### config.mk
export PLATFORM = sky130hd
export DESIGN_NAME = eth_frame_writer
export DESIGN_NICKNAME = d
export VERILOG_FILES = /design/src/rtl/eth_frame_pkg.sv /design/src/rtl/eth_skid_fifo.sv /design/src/rtl/eth_frame_writer.sv
export SDC_FILE = /design/constraint.sdc
export NUM_CORES = 1
export LEC_CHECK = 0
export BUFFER_PORTS_ARGS = -buffer_cell sky130_fd_sc_hd__buf_2
export CORE_MARGIN = 1
export CORE_UTILIZATION = 50
export DETAILED_ROUTE_END_ITERATION = 10
export PLACE_DENSITY = 0.79
export SYNTH_ARGS = -nofsm -noshare
export SYNTH_HDL_FRONTEND = slang
export SYNTH_HIERARCHICAL = 1
export SYNTH_SLANG_ARGS = --single-unit
### constraint.sdc
create_clock -name clk -period 6.45 [get_ports clk]
set_clock_uncertainty 0.15 [all_clocks]
set_input_delay 0.9675 -clock clk [delete_from_list [all_inputs] [get_ports clk]]
set_output_delay 0.9675 -clock clk [all_outputs]
set_load 0.01 [all_outputs]
### src/rtl/eth_frame_pkg.sv
// Shared types and constants for the Ethernet frame writer.
// Imported by the writer top and its read-data FIFO.
package eth_frame_pkg;

    typedef enum logic [1:0] {
        IDLE    = 2'd0,
        HDR     = 2'd1,
        PAYLOAD = 2'd2,
        DONE    = 2'd3
    } state_t;

    localparam int MAC_W      = 48;
    localparam int ETYPE_W    = 16;
    localparam int FIFO_DEPTH = 2;

endpackage

### src/rtl/eth_skid_fifo.sv
// Two-entry show-ahead FIFO with synchronous flush.
// Head word is visible on rd_data whenever the FIFO is not empty.
module eth_skid_fifo
    import eth_frame_pkg::*;
#(
    parameter int W = 8
) (
    input  logic         clk,
    input  logic         rst,
    input  logic         flush,
    input  logic         wr_en,
    input  logic [W-1:0] wr_data,
    input  logic         rd_en,
    output logic [W-1:0] rd_data,
    output logic [1:0]   count,
    output logic         empty
);

    logic [W-1:0] mem [FIFO_DEPTH];
    logic         wp;
    logic         rp;

    assign rd_data = mem[rp];
    assign empty   = (count == 2'd0);

    always_ff @(posedge clk or negedge rst) begin
        if (!rst) begin
            wp    <= 1'b0;
            rp    <= 1'b0;
            count <= 2'd0;
            for (int i = 0; i < FIFO_DEPTH; i++) begin
                mem[i] <= '0;
            end
        end else if (flush) begin
            wp    <= 1'b0;
            rp    <= 1'b0;
            count <= 2'd0;
        end else begin
            if (wr_en) begin
                mem[wp] <= wr_data;
                wp      <= ~wp;
            end
            if (rd_en) begin
                rp <= ~rp;
            end
            count <= count + {1'b0, wr_en} - {1'b0, rd_en};
        end
    end

endmodule

### src/rtl/eth_frame_writer.sv
// Ethernet frame writer: latches a header, hands it to the TX framer,
// then streams payload beats fetched from a synchronous-read memory.
module eth_frame_writer
    import eth_frame_pkg::*;
#(
    parameter int          DATA_WIDTH = 8,
    parameter int          ADDR_WIDTH = 16,
    parameter int          LEN_WIDTH  = 16,
    parameter int unsigned BASE_ADDR  = 0
) (
    input  logic                  clk,
    input  logic                  rst,
    input  logic                  start,
    input  logic                  abort,
    input  logic [MAC_W-1:0]      dest_mac,
    input  logic [MAC_W-1:0]      src_mac,
    input  logic [ETYPE_W-1:0]    eth_type,
    input  logic [LEN_WIDTH-1:0]  payload_len,
    output logic                  busy,
    output logic                  done,
    output logic [ADDR_WIDTH-1:0] pl_raddr,
    output logic                  pl_ren,
    input  logic [DATA_WIDTH-1:0] pl_rdata,
    output logic                  s_eth_hdr_valid,
    input  logic                  s_eth_hdr_ready,
    output logic [MAC_W-1:0]      s_eth_dest_mac,
    output logic [MAC_W-1:0]      s_eth_src_mac,
    output logic [ETYPE_W-1:0]    s_eth_type,
    output logic [DATA_WIDTH-1:0] s_eth_payload_axis_tdata,
    output logic                  s_eth_payload_axis_tvalid,
    input  logic                  s_eth_payload_axis_tready,
    output logic                  s_eth_payload_axis_tlast,
    output logic                  s_eth_payload_axis_tuser
);

    state_t               state;
    logic [LEN_WIDTH-1:0] len_q;
    logic [LEN_WIDTH-1:0] rd_idx;
    logic [LEN_WIDTH-1:0] sent;
    logic                 abort_q;
    logic                 rvalid_q;
    logic [1:0]           fifo_count;
    logic                 fifo_empty;
    logic                 in_pl;
    logic                 aborting;
    logic                 pop;
    logic                 last_beat;
    logic                 can_read;
    logic [2:0]           occ;

    assign in_pl     = (state == PAYLOAD);
    assign aborting  = abort_q | abort;
    assign last_beat = (sent == len_q - 1'b1);
    assign pop       = s_eth_payload_axis_tvalid & s_eth_payload_axis_tready;

    assign s_eth_payload_axis_tvalid = in_pl & ~fifo_empty;
    assign s_eth_payload_axis_tlast  = s_eth_payload_axis_tvalid & (last_beat | aborting);
    assign s_eth_payload_axis_tuser  = s_eth_payload_axis_tvalid & aborting;

    // Occupancy after this cycle's pop; counting the pop keeps 1 beat/cycle.
    assign occ = {1'b0, fifo_count} + {2'b0, rvalid_q} - {2'b0, pop};

    // While aborting, fetch only if nothing is left to become the error beat.
    assign can_read = aborting ? (fifo_empty & ~rvalid_q)
                               : (occ < 3'(FIFO_DEPTH));
    assign pl_ren   = in_pl & (rd_idx != len_q) & can_read;
    assign pl_raddr = pl_ren ? ADDR_WIDTH'(BASE_ADDR) + ADDR_WIDTH'(rd_idx)
                             : '0;

    eth_skid_fifo #(
        .W(DATA_WIDTH)
    ) u_fifo (
        .clk    (clk),
        .rst    (rst),
        .flush  (pop & s_eth_payload_axis_tlast),
        .wr_en  (in_pl & rvalid_q),
        .wr_data(pl_rdata),
        .rd_en  (pop),
        .rd_data(s_eth_payload_axis_tdata),
        .count  (fifo_count),
        .empty  (fifo_empty)
    );

    always_ff @(posedge clk or negedge rst) begin
        if (!rst) begin
            state           <= IDLE;
            busy            <= 1'b0;
            done            <= 1'b0;
            s_eth_hdr_valid <= 1'b0;
            s_eth_dest_mac  <= '0;
            s_eth_src_mac   <= '0;
            s_eth_type      <= '0;
            len_q           <= '0;
            rd_idx          <= '0;
            sent            <= '0;
            abort_q         <= 1'b0;
            rvalid_q        <= 1'b0;
        end else begin
            done     <= 1'b0;
            rvalid_q <= pl_ren;
            case (state)
                IDLE: begin
                    if (start) begin
                        s_eth_dest_mac  <= dest_mac;
                        s_eth_src_mac   <= src_mac;
                        s_eth_type      <= eth_type;
                        len_q           <= payload_len;
                        rd_idx          <= '0;
                        sent            <= '0;
                        abort_q         <= 1'b0;
                        busy            <= 1'b1;
                        s_eth_hdr_valid <= 1'b1;
                        state           <= HDR;
                    end
                end
                HDR: begin
                    if (s_eth_hdr_ready) begin
                        s_eth_hdr_valid <= 1'b0;
                        if (len_q == '0) begin
                            done  <= 1'b1;
                            state <= DONE;
                        end else begin
                            state <= PAYLOAD;
                        end
                    end
                end
                PAYLOAD: begin
                    if (pl_ren) begin
                        rd_idx <= rd_idx + 1'b1;
                    end
                    if (abort) begin
                        abort_q <= 1'b1;
                    end
                    if (pop) begin
                        sent <= sent + 1'b1;
                        if (s_eth_payload_axis_tlast) begin
                            done  <= 1'b1;
                            state <= DONE;
                        end
                    end
                end
                DONE: begin
                    busy  <= 1'b0;
                    state <= IDLE;
                end
                default: state <= IDLE;
            endcase
        end
    end

endmodule

---- After elaboration in Yosys (flattened, before gate mapping) ----
Index checks and enable logic that the tools add are counted.
storage, ports and cells
  bits of input ports ..................... 142
  latch bits .............................. 0
  output and inout port bits .............. 143
  word-level logic and storage cells ...... 110
  register bits after elaboration ......... 187
  bits in read-only memories .............. 0
  bits in writable memories ............... 0
  memories ................................ 0
operators by class
  bitwise logic cells ..................... 18
  shift-type cells ........................ 0
  reduce and logical (&&, ||, !) cells .... 17
  equal/unequal tests ..................... 11
  $mul .................................... 0
  muxes and demuxes ....................... 36
  add/subtract/negate cells ............... 7
  magnitude comparators ................... 4
  div/mod/pow operators ................... 0
operators by type and width
  kind                                                                   number
  16-bit 2-to-1 mux                                                      4
  16-bit one-hot mux with 2 select lines                                 2
  16-bit by 1-bit adder with 16-bit output (second input constant)       2
  8-bit 2-to-1 mux                                                       4
  16-bit bitwise mux                                                     1
  16-bit equality test                                                   1
  16-bit logical NOT                                                     1
  16-bit != test                                                         1
  16-bit by 1-bit subtractor with 16-bit output (second input constant)  1
  1-bit 2-to-1 mux                                                       14
  3-bit AND reduction                                                    4
  2-bit 2-to-1 mux                                                       5
  2-bit != test (second input constant)                                  5
  2-bit nonzero test                                                     5
  1-bit bitwise AND                                                      9
  8-bit demux with 1-bit select                                          1
  1-bit one-hot mux with 2 select lines                                  4
  2-bit one-hot mux with 4 select lines                                  1
  2-bit AND reduction                                                    3
  1-bit NOT                                                              5
  2-bit equality test (second input constant)                            2
  2-bit >= comparator (second input constant)                            2
  2-bit logical NOT                                                      2
  1-bit NOT with 2-bit output                                            2
  other kinds (11)                                                       12

---- Longest topological paths before layout ----
  depth after elaboration ................. 10
  depth in mapped cells ................... 16
  gate-level depth less buffers ........... 16

---- Hierarchy ----
The synthesis kept the hierarchy.
by module, submodules not included
  module            instances  seq. area each (sq um)  cells an instance  area an instance (sq um)
  eth_frame_writer  1          4179.0                  626                7703.6
  eth_skid_fifo     1          500.5                   59                 899.6

---- Worst setup path before layout ----
Ideal clock, no wire load.
  path type ............................... flip-flop to output port
  start point ............................. register state[0]
  end point ............................... output pl_raddr[10]
  data arrival time ....................... 3.064 ns
  buffers on the path ..................... 1
  slack ................................... 2.268 ns
  data required time ...................... 5.332 ns
  cell stages (with the launch flop) ...... 14
  cell sequence ........................... dfrtp_1 -> inv_1 -> ha_1 -> nor2b_1 -> nand2_1 -> inv_1 -> ha_1 -> nand2b_1 -> fa_1 -> xnor2_1 -> nand3_1 -> a21oi_1 -> clkbuf_1 -> and3_1
between the ends
  cells in the longest elaborated chain, start to end .. 8
  elaborated cells on any way between the ends .. 9
  those cells by class .................... add/sub (1); order compare (1); eq/ne (1); mux (2); bitwise (4)
RTL lines
  item                                                   line                     RTL
  from (decl)                                            eth_frame_writer.sv:36   state_t state;
  from (signal assigned)                                 eth_frame_writer.sv:86   state <= IDLE;
  from (signal assigned)                                 eth_frame_writer.sv:113  state <= HDR;
  from (signal assigned)                                 eth_frame_writer.sv:121  state <= DONE;
  2-bit equality test                                    eth_frame_writer.sv:51   assign in_pl = (state == PAYLOAD);
  via in_pl                                              eth_frame_writer.sv:44   logic in_pl;
  1-bit bitwise AND                                      eth_frame_writer.sv:56   assign s_eth_payload_axis_tvalid = in_pl & ~fifo_empty;
  via s_eth_payload_axis_tvalid                          eth_frame_writer.sv:30   output logic s_eth_payload_axis_tvalid,
  1-bit bitwise AND                                      eth_frame_writer.sv:54   assign pop = s_eth_payload_axis_tvalid & s_eth_payload_axis_tready;
  via pop                                                eth_frame_writer.sv:46   logic pop;
  3-bit by 1-bit subtractor with 3-bit output            eth_frame_writer.sv:61   assign occ = {1'b0, fifo_count} + {2'b0, rvalid_q} - {2'b0, pop};
  3-bit by 2-bit less-than comparator with 1-bit output  eth_frame_writer.sv:65   : (occ < 3'(FIFO_DEPTH));
  1-bit 2-to-1 mux                                       eth_frame_writer.sv:64   assign can_read = aborting ? (fifo_empty & ~rvalid_q)
  1-bit bitwise AND                                      eth_frame_writer.sv:66   assign pl_ren = in_pl & (rd_idx != len_q) & can_read;
  16-bit 2-to-1 mux                                      eth_frame_writer.sv:67   assign pl_raddr = pl_ren ? ADDR_WIDTH'(BASE_ADDR) + ADDR_WIDTH'(rd_idx)
  to (decl)                                              eth_frame_writer.sv:21   output logic [ADDR_WIDTH-1:0] pl_raddr,
The timed path passes the listed nets, and every way through them passes these cells.

---- Worst setup path in the final report ----
  start point ............................. register state[0]
  end point ............................... output pl_raddr[11]
between the ends
  cells in the longest elaborated chain, start to end .. 8
  elaborated cells on any way between the ends .. 9
  those cells by class .................... add/sub (1); order compare (1); eq/ne (1); mux (2); bitwise (4)
RTL lines
  item                                                   line
  2-bit equality test                                    eth_frame_writer.sv:51
  via in_pl                                              eth_frame_writer.sv:44
  1-bit bitwise AND                                      eth_frame_writer.sv:56
  1-bit bitwise AND                                      eth_frame_writer.sv:54
  via pop                                                eth_frame_writer.sv:46
  3-bit by 1-bit subtractor with 3-bit output            eth_frame_writer.sv:61
  3-bit by 2-bit less-than comparator with 1-bit output  eth_frame_writer.sv:65
  1-bit 2-to-1 mux                                       eth_frame_writer.sv:64
  1-bit bitwise AND                                      eth_frame_writer.sv:66
  16-bit 2-to-1 mux                                      eth_frame_writer.sv:67
The timed path passes the listed nets, and every way through them passes these cells.

==> metrics <==
result of the run complete, no violations; r2r worst-path depth 16; worst path buffer plus inverter count 3; register bit total from synthesis ~190; remaining routing DRC violations 0; worst relative slew slack 25.3%; count of cell instances traversed by the critical path 13; fraction of layout instances using a drive strength above 1 50.3%; Distinct cells, synth 56; flop-to-flop setup slack around 1.5 ns; final net count 1106; Boundary Pins ~290; Vias about 6300; cells along the critical path inv_1 > ha_1 > nor2b_1 > nand2_1 > inv_1 > ha_1 > nand2b_1 > fa_1 > xnor2_1 > nand3_1 > a21oi_1 > and3_1 > buf_2; cell area after synthesis ~8600 sq um; maximum number of pins on one net before global-route repair around 190; syn_area_per_cell around 13 sq um; most common flop cell mapped by yosys sky130_fd_sc_hd__dfrtp_1; buffers inserted by post-CTS timing repair 0; sort of element at the start of the critical path flip-flop; post-synthesis async set-or-reset flop share 100%; Cells after Synth around 690; clock latency on the worst-skew pair roughly 0.43 ns; number of buffers created by CTS 17; die height 133 um; cell family contributing the most delay on the critical path simple AND/OR/NAND/NOR gates; dpl hpwl around 15000 um; Final Hold Slack ~0.35 ns; Pwr per Cell Area 469 nW/um^2; antenna violations before repair 8; leakage power total roughly 5.3 nW; setup repair after global routing missed its margin false; H-tree depth 4; placer's final routability congestion estimate between 0.8 and 0.9; EDFF count, synth 0; end of the worst register-to-register path rd_idx[13]$_DFFE_PN0P_; Clk Tree Root Cell sky130_fd_sc_hd__clkbuf_16; die width 133 um; initial core utilization between 50% and 60%; vias in the first global route 6449; Total Negative Setup Slacks 0 ns; number of max-slew violations in the final report 0; CTS tree built; Worst path slowest cell sky130_fd_sc_hd__a21oi_1; final hold violations 0; transition time at the pin with the least slew margin 1.12 ns; critical path required time around 5.3 ns; worst hold path endpoint s_eth_src_mac[21]$_DFFE_PN0P_; YS warnings 6; total congestion overflow 0; number of setup violations in the final report 0; Crit. End Element output port; largest vdd supply drop approximately 280 uV; Resized Gates After CTS 0; class of the most critical hold timing path flip-flop to flip-flop; clock transition at the registers of the reported paths 0.07 ns; TritonCTS Sinks between 150 and 200; Die Outline Area 17700 sq um; type of the setup path with the least slack flip-flop to output port; initial detailed-routing violation count around 240; CP Max Fanout 19; per-cell via count in the routed design approximately 5.3; total wire length after detailed routing roughly 20000 um; # port buffers between 200 and 300; Max Fclk 194 MHz; most common cell after layout, fill and taps aside sky130_fd_sc_hd__buf_2; number of stages on the worst hold path 1; antenna violation net count after detailed routing 0; share of the yosys chip area belonging to registers between 50% and 60%; number of iterations in the first detailed-routing pass 4; data arrival time of the worst path 4.03 ns; min cycle time layout ~5.1 ns; final worst path period share roughly four fifths; number of cell rows 47; Core Box Area approximately 17000 sq um; synth-to-layout area growth 25.6%; wire per inst between 15 and 20 um; number of nets produced by synthesis about 840; MaxCap Viol Count 0; maximum cell stage delay along the critical path about 0.78 ns; startpoint of the lowest-slack hold path s_eth_src_mac[21]$_DFFE_PN0P_; global-route total usage across every layer 23.9%; clock buffer depth 2; Util after Layout approximately 65%; quantity of hold-fixing buffers added after cts 0; startpoint of the lowest-slack register-to-register path state[0]$_DFFE_PN0P_; wire length of the first global-routing pass approximately 33000 um; most frequent cells in the layout 283 x sky130_fd_sc_hd__buf_2, 187 x sky130_fd_sc_hd__dfrtp_1, 153 x sky130_fd_sc_hd__mux2_2
stage by stage:
step / std cells / instance area, sq um / setup slack [ns] / power, mW
3_3_place_gp: 1154 / 10200 / 1.76 / 3.95
6_report: 1190 / 10800 / 1.31 / 5.07
3_5_place_dp: 1154 / 10200 / 1.51 / 4.01
2_1_floorplan: 685 / 8600 / 2.27 / 3.27
5_1_grt: 1189 / 10800 / 0.984 / 5.38
4_1_cts: 1186 / 10800 / 1.30 / 5.12
where the power goes:
group	internal (mW)	switching, mW
clock	0.599	0.482
sequential	1.67	0.394
combinational	1.00	0.928
metal layers:
metal | part of all wire [%] | track usage (%) | vias up
met5 | 0.22 | 0 | -
met4 | 2.0 | 9.41 | 6
met3 | 7.4 | 7.72 | 32
met2 | 51 | 40.5 | 215
met1 | 40 | 28.2 | 3093
li1 | - | - | 2933
cells by family (layout without fill, tap and decap cells):
kind of cell               Yosys count  in the layout  synth area share, %
AOI/OAI and AO/OA                   39             39                 2.95
muxes                              158            158                 20.7
other                                0              4                    0
DFF                                187            187                 54.4
xor gates and xnor gates            66             66                 6.88
adders and majority gates           11             11                 1.69
and+or+nand+nor                    170            170                 10.8
buffers and inverters               54            335                 2.57
worst register-to-register path: cells and delay by family (launching register included):
kind	cells	cell delay [ns]
buffers and inverters	2	0.30
xor gates and xnor gates	2	0.32
DFF	1	0.40
and+or+nand+nor	7	1.36
adders and majority gates	3	0.85
AOI/OAI and AO/OA	2	1.42
area by class of cell:
class                      count  area (sq um)
tap                          220           275
antenna                        4          10.0
clock buffer                  18           439
clock inverter                14           174
inverter                      17          63.8
sequential                   187          4680
multi-input combinational    444          3710
fill                        1307          5890
timing repair buffer         286          1460
flip-flops by register name, summed over array words and instances, names as in the netlist:
name	count
s_eth_dest_mac	48
s_eth_src_mac	48
len_q	16
rd_idx	16
s_eth_type	16
sent	16
u_fifo/mem	16
state	2
u_fifo/count	2
abort_q	1
busy	1
done	1
rvalid_q	1
s_eth_hdr_valid	1
u_fifo/rp	1
u_fifo/wp	1
Yosys cell counts, types with 2 or more instances:
| cell type | n | share of area [%] |
|---|---|---|
| sky130_fd_sc_hd__nor3_1 | 9 | 0.52 |
| sky130_fd_sc_hd__o21ai_0 | 9 | 0.52 |
| sky130_fd_sc_hd__a21oi_1 | 12 | 0.70 |
| sky130_fd_sc_hd__nor4b_1 | 2 | 0.20 |
| sky130_fd_sc_hd__or3_1 | 4 | 0.29 |
| sky130_fd_sc_hd__dfrtp_1 | 187 | 54 |
| sky130_fd_sc_hd__nand2b_1 | 4 | 0.29 |
| sky130_fd_sc_hd__nand3_1 | 15 | 0.87 |
| sky130_fd_sc_hd__nand4_1 | 11 | 0.80 |
| sky130_fd_sc_hd__buf_2 | 3 | 0.17 |
| sky130_fd_sc_hd__a21oi_2 | 2 | 0.20 |
| sky130_fd_sc_hd__or2_2 | 2 | 0.15 |
| sky130_fd_sc_hd__nor2b_1 | 5 | 0.36 |
| sky130_fd_sc_hd__nand4b_1 | 2 | 0.20 |
| sky130_fd_sc_hd__buf_4 | 2 | 0.17 |
| sky130_fd_sc_hd__nor2_1 | 46 | 2.0 |
| sky130_fd_sc_hd__xor2_1 | 44 | 4.5 |
| sky130_fd_sc_hd__o31ai_1 | 2 | 0.17 |
| sky130_fd_sc_hd__xnor2_1 | 21 | 2.1 |
| sky130_fd_sc_hd__or4_1 | 2 | 0.17 |
| sky130_fd_sc_hd__and2_1 | 3 | 0.22 |
| sky130_fd_sc_hd__ha_1 | 10 | 1.5 |
| sky130_fd_sc_hd__nor4_1 | 11 | 0.80 |
| sky130_fd_sc_hd__clkbuf_1 | 31 | 1.4 |
| sky130_fd_sc_hd__nor4_2 | 2 | 0.29 |
| sky130_fd_sc_hd__mux2_2 | 153 | 20 |
| sky130_fd_sc_hd__nand2_1 | 23 | 1.0 |
| sky130_fd_sc_hd__and3_1 | 21 | 1.5 |
| sky130_fd_sc_hd__mux2i_1 | 4 | 0.47 |
| sky130_fd_sc_hd__inv_1 | 17 | 0.74 |
worst max path at each step:
stage	slack (ns)	start	end
after floorplan	2.27	state[0]$_DFFE_PN0P_	pl_raddr[10]
after CTS	1.30	state[0]$_DFFE_PN0P_	pl_raddr[11]
after global routing	0.98	state[0]$_DFFE_PN0P_	pl_raddr[11]
final	1.31	state[0]$_DFFE_PN0P_	pl_raddr[11]
after global placement	1.76	s_eth_payload_axis_tready	rd_idx[13]$_DFFE_PN0P_
after detailed placement	1.51	state[0]$_DFFE_PN0P_	rd_idx[13]$_DFFE_PN0P_
No activity file was read; power rests on OpenSTA's default activity.
